[src/rtl/signed_accum_ovf_pkg.sv]
// Shared types and the W-bit two's-complement add/overflow helper for signed_accum_ovf.
// Supports widths up to MAX_W; callers zero-extend operands and keep the low W bits.
package signed_accum_pkg;

    localparam int unsigned MAX_W  = 64;
    localparam int unsigned MAX_IW = $clog2(MAX_W);

    typedef enum logic {
        ACC  = 1'b0,
        HOLD = 1'b1
    } state_e;

    // Returns {ovf, sum}; only bits [w-1:0] of sum are meaningful.
    function automatic logic [MAX_W:0] add_ovf(input logic [MAX_W-1:0] a,
                                               input logic [MAX_W-1:0] b,
                                               input int unsigned      w);
        logic [MAX_W-1:0]  sum;
        logic [MAX_IW-1:0] msb;
        logic              ovf;
        msb = MAX_IW'(w - 1);
        sum = a + b;
        ovf = (a[msb] == b[msb]) && (sum[msb] != a[msb]);
        return {ovf, sum};
    endfunction

endpackage

[src/rtl/signed_accum_ovf_if.sv]
// Sample/flush/result bus of signed_accum_ovf; the accumulator is the slave.
interface signed_accum_ovf_if #(
    parameter int unsigned W     = 8,
    parameter int unsigned CNT_W = 8
) ();

    logic             in_valid;
    logic             in_ready;
    logic [W-1:0]     in_data;
    logic             flush;
    logic             out_valid;
    logic             out_ready;
    logic [W-1:0]     out_sum;
    logic [CNT_W-1:0] out_count;
    logic             out_ovf_sticky;
    logic             ovf_pulse;

    modport master (
        output in_valid, in_data, flush, out_ready,
        input  in_ready, out_valid, out_sum, out_count, out_ovf_sticky, ovf_pulse
    );

    modport slave (
        input  in_valid, in_data, flush, out_ready,
        output in_ready, out_valid, out_sum, out_count, out_ovf_sticky, ovf_pulse
    );

endinterface

[src/rtl/signed_accum_ovf_add.sv]
// Combinational W-bit signed add with overflow flag.
// SIGNED_ACCUM_OVF_SAT_EN: clamp the sum to the signed range on overflow instead of wrapping.
module signed_add_ovf
    import signed_accum_pkg::*;
#(
    parameter int unsigned W = 8
) (
    input  logic [W-1:0] a,
    input  logic [W-1:0] b,
    output logic [W-1:0] sum_c,
    output logic         ovf_c
);

    logic [MAX_W-1:0] a_ext;
    logic [MAX_W-1:0] b_ext;

    always_comb begin
        a_ext = MAX_W'(a);
        b_ext = MAX_W'(b);
        ovf_c = 1'(add_ovf(a_ext, b_ext, W) >> MAX_W);
        sum_c = W'(add_ovf(a_ext, b_ext, W));
`ifdef SIGNED_ACCUM_OVF_SAT_EN
        // Overflow implies equal operand signs, so a's sign picks the rail.
        if (ovf_c) begin
            sum_c = a[W-1] ? {1'b1, {(W-1){1'b0}}} : {1'b0, {(W-1){1'b1}}};
        end
`endif
    end

endmodule

[src/rtl/signed_accum_ovf.sv]
// Signed running-sum accumulator with overflow tracking, saturating sample count and flush handoff.
// Build option SIGNED_ACCUM_OVF_SAT_EN selects saturating instead of wrapping accumulation.
module signed_accum_ovf
    import signed_accum_pkg::*;
#(
    parameter int unsigned W     = 8,
    parameter int unsigned CNT_W = 8
) (
    input  logic              clk,
    input  logic              areset,
    signed_accum_ovf_if.slave bus
);

    state_e           state_q, state_d;
    logic [W-1:0]     acc_q, acc_d;
    logic [CNT_W-1:0] count_q, count_d;
    logic             sticky_q, sticky_d;
    logic             out_valid_q, out_valid_d;
    logic [W-1:0]     out_sum_q, out_sum_d;
    logic [CNT_W-1:0] out_count_q, out_count_d;
    logic             out_sticky_q, out_sticky_d;
    logic             ovf_pulse_q, ovf_pulse_d;
    logic [W-1:0]     add_sum_c;
    logic             add_ovf_c;

    signed_add_ovf #(.W(W)) u_add (
        .a     (acc_q),
        .b     (bus.in_data),
        .sum_c (add_sum_c),
        .ovf_c (add_ovf_c)
    );

    // Next-state: a same-cycle sample is folded in before a flush snapshots the totals.
    always_comb begin
        state_d      = state_q;
        acc_d        = acc_q;
        count_d      = count_q;
        sticky_d     = sticky_q;
        out_valid_d  = out_valid_q;
        out_sum_d    = out_sum_q;
        out_count_d  = out_count_q;
        out_sticky_d = out_sticky_q;
        ovf_pulse_d  = 1'b0;
        case (state_q)
            ACC: begin
                if (bus.in_valid) begin
                    acc_d       = add_sum_c;
                    count_d     = (count_q == {CNT_W{1'b1}}) ? count_q : count_q + CNT_W'(1);
                    sticky_d    = sticky_q | add_ovf_c;
                    ovf_pulse_d = add_ovf_c;
                end
                if (bus.flush) begin
                    out_sum_d    = acc_d;
                    out_count_d  = count_d;
                    out_sticky_d = sticky_d;
                    acc_d        = '0;
                    count_d      = '0;
                    sticky_d     = 1'b0;
                    out_valid_d  = 1'b1;
                    state_d      = HOLD;
                end
            end
            HOLD: begin
                if (bus.out_ready) begin
                    out_valid_d = 1'b0;
                    state_d     = ACC;
                end
            end
            default: state_d = ACC;
        endcase
    end

    always_ff @(posedge clk or posedge areset) begin
        if (areset) begin
            state_q      <= ACC;
            acc_q        <= '0;
            count_q      <= '0;
            sticky_q     <= 1'b0;
            out_valid_q  <= 1'b0;
            out_sum_q    <= '0;
            out_count_q  <= '0;
            out_sticky_q <= 1'b0;
            ovf_pulse_q  <= 1'b0;
        end else begin
            state_q      <= state_d;
            acc_q        <= acc_d;
            count_q      <= count_d;
            sticky_q     <= sticky_d;
            out_valid_q  <= out_valid_d;
            out_sum_q    <= out_sum_d;
            out_count_q  <= out_count_d;
            out_sticky_q <= out_sticky_d;
            ovf_pulse_q  <= ovf_pulse_d;
        end
    end

    assign bus.in_ready       = (state_q == ACC);
    assign bus.out_valid      = out_valid_q;
    assign bus.out_sum        = out_sum_q;
    assign bus.out_count      = out_count_q;
    assign bus.out_ovf_sticky = out_sticky_q;
    assign bus.ovf_pulse      = ovf_pulse_q;

endmodule

[src/flat_wrapper.sv]
// flat-port wrapper written by rule: the top's interface ports become plain ports
module signed_accum_ovf_flat import signed_accum_pkg::*;
#(
    parameter int unsigned W     = 8,
    parameter int unsigned CNT_W = 8
)
  (clk, areset, bus_in_valid, bus_in_data, bus_flush, bus_out_ready, bus_in_ready, bus_out_valid, bus_out_sum, bus_out_count, bus_out_ovf_sticky, bus_ovf_pulse);
  signed_accum_ovf_if #(.W(W), .CNT_W(CNT_W)) bus_i ();
  input  logic clk;
  input  logic areset;
  input wire logic [$bits(bus_i.in_valid)-1:0] bus_in_valid;
  input wire logic [$bits(bus_i.in_data)-1:0] bus_in_data;
  input wire logic [$bits(bus_i.flush)-1:0] bus_flush;
  input wire logic [$bits(bus_i.out_ready)-1:0] bus_out_ready;
  output wire logic [$bits(bus_i.in_ready)-1:0] bus_in_ready;
  output wire logic [$bits(bus_i.out_valid)-1:0] bus_out_valid;
  output wire logic [$bits(bus_i.out_sum)-1:0] bus_out_sum;
  output wire logic [$bits(bus_i.out_count)-1:0] bus_out_count;
  output wire logic [$bits(bus_i.out_ovf_sticky)-1:0] bus_out_ovf_sticky;
  output wire logic [$bits(bus_i.ovf_pulse)-1:0] bus_ovf_pulse;
  assign bus_i.in_valid = bus_in_valid;
  assign bus_i.in_data = bus_in_data;
  assign bus_i.flush = bus_flush;
  assign bus_i.out_ready = bus_out_ready;
  assign bus_in_ready = bus_i.in_ready;
  assign bus_out_valid = bus_i.out_valid;
  assign bus_out_sum = bus_i.out_sum;
  assign bus_out_count = bus_i.out_count;
  assign bus_out_ovf_sticky = bus_i.out_ovf_sticky;
  assign bus_ovf_pulse = bus_i.ovf_pulse;
  signed_accum_ovf #(.W(W), .CNT_W(CNT_W)) u_core (.clk(clk), .areset(areset), .bus(bus_i));
endmodule
[config.mk]
export PLATFORM = sky130hd
export DESIGN_NAME = signed_accum_ovf_flat
export DESIGN_NICKNAME = d
export VERILOG_FILES = /design/src/rtl/signed_accum_ovf_pkg.sv /design/src/rtl/signed_accum_ovf_if.sv /design/src/rtl/signed_accum_ovf_add.sv /design/src/rtl/signed_accum_ovf.sv /design/src/flat_wrapper.sv
export SDC_FILE = /design/constraint.sdc
export NUM_CORES = 1
export LEC_CHECK = 0
export CELL_PAD_IN_SITES_DETAIL_PLACEMENT = 1
export CELL_PAD_IN_SITES_GLOBAL_PLACEMENT = 1
export CORE_MARGIN = 5
export CORE_UTILIZATION = 40
export CTS_CLUSTER_SIZE = 20
export DETAILED_ROUTE_END_ITERATION = 8
export PLACE_DENSITY_LB_ADDON = 0.25
export SYNTH_ARGS = -nofsm -noshare
export SYNTH_HDL_FRONTEND = slang
export SYNTH_SLANG_ARGS = --single-unit
[constraint.sdc]
create_clock -name clk -period 2.69 [get_ports clk]
set_clock_uncertainty 0.2 [all_clocks]
set_input_delay 0.538 -clock clk [delete_from_list [all_inputs] [get_ports clk]]
set_output_delay 0.538 -clock clk [all_outputs]
set_load 0.1 [all_outputs]
# ---- Word level (Yosys, flattened, before mapping)
# Cells that the tools add are included.
dict set report word_totals {
  reg_bits 37
  output_inout_bits 20
}
dict set report classes {
  addsub 2
  eq_ne 5
  n_mux 15
  n_bitwise 2
  n_reduce_logical 3
}
# operator n
set op_table {}
lappend op_table {{$mux W8} 5}
lappend op_table {{$add A8 B1 Y8 const B} 1}
lappend op_table {{$add A8 B8 Y8} 1}
lappend op_table {{$eq A8 B8 Y1 const B} 1}
lappend op_table {{$mux W1} 8}
lappend op_table {{$ne A2 B2 Y1 const B} 2}
lappend op_table {{$pmux W1 S2} 2}
lappend op_table {{$reduce_and A2 Y1} 2}
lappend op_table {{$eq A1 B1 Y1} 1}
lappend op_table {{$logic_and A1 B1 Y1} 1}
lappend op_table {{$ne A1 B1 Y1} 1}
lappend op_table {{$not A1 Y1} 1}
lappend op_table {{$or A1 B1 Y1} 1}

# ---- Depth between registers and ports, before layout
dict set report logic_depth {
  word_depth 6
  depth_mapped 7
  depth_no_buf 7
}

# ---- Cells and area by module
# Synthesis repeated with hierarchy kept, for this count alone.
dict set report unflattened {
  hier_cells 211
  hier_area_um2 2028.2
}
# module n_inst cells_per_inst area_each_um2 seq_area_each_um2
set modules_own_cells {}
lappend modules_own_cells {signed_accum_ovf 1 177 1749.2 925.9}
lappend modules_own_cells {signed_add_ovf 1 34 279.0 0.0}

# ---- Worst setup path after synthesis
# Ideal clock, no wire load.
dict set report synth_timing {
  path_kind {input to register}
  from {input bus_in_data[0]}
  to {register u_core.out_sum_q[6] (netlist: u_core.bus.out_sum[6])}
  setup_time_ns 0.124
  arrival_ns 2.037
  required_time_ns 2.366
  slack_ns 0.329
  stages 7
  n_path_buf 0
  cell_sequence {ha_1 fa_1 a211oi_1 o21bai_1 a21oi_1 mux2i_1 a211o_1}
}
dict set report synth_between {
  elab_chain_len 2
}
# item line
set synth_lines {}
lappend synth_lines {{start, declared} flat_wrapper.sv:12} ;# input wire logic [$bits(bus_i.in_data)-1:0] bus_in_data;
lappend synth_lines {{$add A8 B8 Y8} signed_accum_ovf_pkg.sv:21} ;# sum = a + b;
lappend synth_lines {{$mux W8} signed_accum_ovf.sv:46} ;# if (bus.in_valid) begin
lappend synth_lines {{end signal, assigned} signed_accum_ovf.sv:90} ;# out_sum_q <= out_sum_d;
lappend synth_lines {{end, declared} signed_accum_ovf.sv:19} ;# logic [W-1:0] out_sum_q, out_sum_d;
# No other way between the ends.
# A chain may end at the register's enable or synchronous reset.

# ---- Final worst setup path
# Same ends and word-level chain as after synthesis.

==> run summary <==
Worst-path cell chain = clkdlybuf4s50_1, ha_1, fa_1, a211oi_1, o21bai_1, a21oi_2, mux2i_1, a211o_1
Design Area, Final = 2590 µm²
Sw power = 1410 µW
Starting Density = 42.0%
Type of the worst setup path = in -> reg
Detailed Routing Iterations Pass 1 = 4
# DRC = 0
Worst min path class = reg -> reg
Syn-to-layout area delta = 29.0%
Min Tclk post-route = 2580 ps
Avg WL per Cell = 16.4 µm
Clk Latency, worst-skew pair = 290 ps
Global Route met2 Usage = 31.0%
Startpoint types = input port
Ant diodes = 0
Top cell type's share of synthesized area = 46.1%
CP max-delay cell = clkdlybuf4s50_1
Final Core Density = 54.1%
Pint = 1470 µW
Synth Area per Inst = 9.17 µm²
Switching Share = 49.0%
Max Fclk = 0.387 GHz
CP endpoint kind = register
Placed Area = 2470 µm²
Synth area leader = dfrtp_1
Pin count of the biggest net entering global routing = 38
CP delay by family, top = compound AO/OA/AOI/OAI gates
RSZ-0062 raised after global routing = false
Seq cells post-synth = 37
DP HPWL = 3.92 mm
Pwr dens = 1110 nW/µm²
Max Cap Viol = 0
Worst-Margin Slew = 480 ps
Sequential element share of the synthesized area = 46.1%
H-Tree Depth = 2
Grt met1 use = 23.6%
Combinational fraction of design power = 53.2%
Synthesized area = 2010 µm²
CP max FO = 2
Bufs and invs on worst path = 1
Vias in the first global route = 1902
GRT Total Usage = 18.7%
Worst Path Required = 2660 ps
CTS Sinks = 37
Synth area leaders = dfrtp_1 46%, o21ai_0 6.5%, nand2_1 6.0%, ha_1 5.0%, nor2_1 3.2%
CTS Buffer Depth = 2
Met3 GRT Util = 5.32%
Mapped Cells = 219
Sequential power share = 29.5%
CTS hold repair buffers = 0
Global route hottest layer = met2
Critical Path AT = 2550 ps
Postcts setup bufs = 0
Period utilization = 96.0%
Vias = 1829
Die area = 6540 µm²
Yosys cell types = 38
Peak VDD IR = 0.629 mV
Initial antenna violation count = 0
PortBufs = 32
First-pass GRT wire length = 9.30 mm
Vias per cell = 5.51
Routed Antenna Nets = 0
Slew HR = 68.0%
Final hold vios = 0
Clock Power Share = 17.3%
Core Box Area = 4790 µm²
Filler Cells Inserted = 563
Share of cells above drive strength 1 = 17.4%
Root Buffer = clkbuf_8
Overflow after GRT = 0
Clk slew on worst S/H paths = 70 ps
Syn Nets = 241
Status = completed
Synth warn = 0
Die height = 80.9 µm
Ports = 33
Die width = 80.9 µm
Leak pwr = 0.00120 µW
Resize count post-CTS = 1
Final setup fails = 0
FP Rows = 25
Max stage delay on crit path = 410 ps
Nets@finish = 286
Final WL = 5.44 mm
TritonCTS Buffers = 5
TritonCTS clock tree = yes
RD Place Congestion = 0.793
Max-slew violation count = 0
Starting DRT DRC Count = 52
registers in the layout, indices dropped and copies added, names as in the netlist:
signal,flops
u_core.bus.out_ovf_sticky,1
u_core.acc_q,8
u_core.count_q,8
u_core.sticky_q,1
u_core.state_q,1
u_core.bus.ovf_pulse,1
u_core.bus.out_sum,8
u_core.bus.out_valid,1
u_core.bus.out_count,8
placed cells by master (no fill, tap or decap), types with 2 or more instances in the layout:
cell type,count
nand2_1,32
nor3b_1,2
o21ai_0,26
o21a_1,3
buf_12,2
ha_1,8
mux2i_1,4
clkbuf_8,6
nor2b_1,3
a22o_1,2
a31oi_1,10
and3_1,7
xor2_1,2
dfrtp_1,37
clkdlybuf4s50_1,12
a211oi_1,2
nand3_1,7
a211o_1,4
a21oi_1,9
o31ai_1,4
a21o_1,2
nor2_1,17
and2_1,4
inv_1,3
buf_4,34
xnor2_1,6
power by group through the flow:
stage	Combinational, µW	Sequential, µW	Clock [µW]
3_5_place_dp	1530	859	0
2_1_floorplan	491	1470	0
6_report	1530	849	500
5_1_grt	1640	876	539
4_1_cts	1550	854	516
3_3_place_gp	1500	851	0
cell type report:
class,instances,area (µm²),area share [%]
flip-flops and latches,37,926,35.7
well taps,67,83.8,3.24
inverters,4,15.0,0.580
clock inverters,1,30.0,1.16
repair buffers,48,415,16.0
clock buffers,7,86.3,3.33
multi-input cells,168,1030,39.9
Yosys cell counts:
library cell / count
a31oi_1: 10
mux2_2: 1
a32o_1: 1
o21a_1: 3
o221ai_1: 1
and2_1: 4
o31ai_1: 4
nor2b_1: 3
buf_1: 2
o21ai_0: 26
xor2_1: 2
inv_1: 3
and3_1: 7
or3_1: 1
nor3_1: 1
clkbuf_1: 8
a2111oi_0: 1
nand3_1: 7
a21o_1: 2
fa_1: 1
ha_1: 8
a21oi_1: 10
o22a_1: 1
nor3b_1: 2
nand2_1: 32
o22ai_1: 1
a211oi_1: 2
a22o_1: 2
clkinv_1: 1
nor2_1: 17
nand4_1: 1
xnor2_1: 6
dfrtp_1: 37
and4_4: 1
o21bai_1: 1
mux2i_1: 4
and4b_1: 1
a211o_1: 4
tightest hold or removal path: cells and delay by family, from the launching register on:
family / cells / cell delay, ps
AOI/OAI and AO/OA: 1 / 60
DFF: 1 / 350
and+or+nand+nor: 1 / 50
metal layers:
layer | part of all wire [%] | wire (µm) | vias to the layer above
met2 | 47 | 2540 | 42
met5 | 0 | 0 | -
met3 | 5.0 | 274 | 11
met4 | 2.1 | 112 | 0
li1 | - | - | 879
met1 | 46 | 2520 | 897
logic make-up (layout without fill, tap and decap cells):
logic type	Yosys count	after routing	synth area share [%]
and+or+nand+nor	77	77	17.9
adders and majority gates	9	9	5.98
DFF	37	37	46.1
buffers and inverters	14	60	2.62
AOI/OAI and AO/OA	69	69	21.3
muxes	5	5	2.55
xor gates and xnor gates	8	8	3.49
metrics by stage:
stage	worst slack (ps)	TNS [ps]	hold WS (ps)	instances	power, µW
final	109	0	283	332	2880
after global routing	25.7	0	307	332	3060
after CTS	82.0	0	289	332	2920
after detailed placement	-213	-884	272	324	2390
after global placement	-168	-588	262	324	2350
after floorplan	329	0	251	219	1960
final timing paths:
check                                                      endpoint  depth (start not counted)  slack [ps]                                start
worst max-delay path              u_core.bus.out_sum[6]$_DFFE_PP0P_                          8         110                       bus_in_data[0]
worst min-delay path            u_core.bus.out_count[0]$_DFFE_PP0P_                          2         280  u_core.bus.out_count[0]$_DFFE_PP0P_
worst max register to register    u_core.bus.out_sum[6]$_DFFE_PP0P_                          7         380          u_core.acc_q[0]$_DFFE_PP0N_
worst min register to register  u_core.bus.out_count[0]$_DFFE_PP0P_                          2         280  u_core.bus.out_count[0]$_DFFE_PP0P_
max in group asynchronous         u_core.bus.out_sum[1]$_DFFE_PP0P_                          3        1470                               areset
min in group asynchronous         u_core.bus.out_sum[2]$_DFFE_PP0P_                          3         480                               areset
Note: power is estimated with default switching activity, not from simulation.
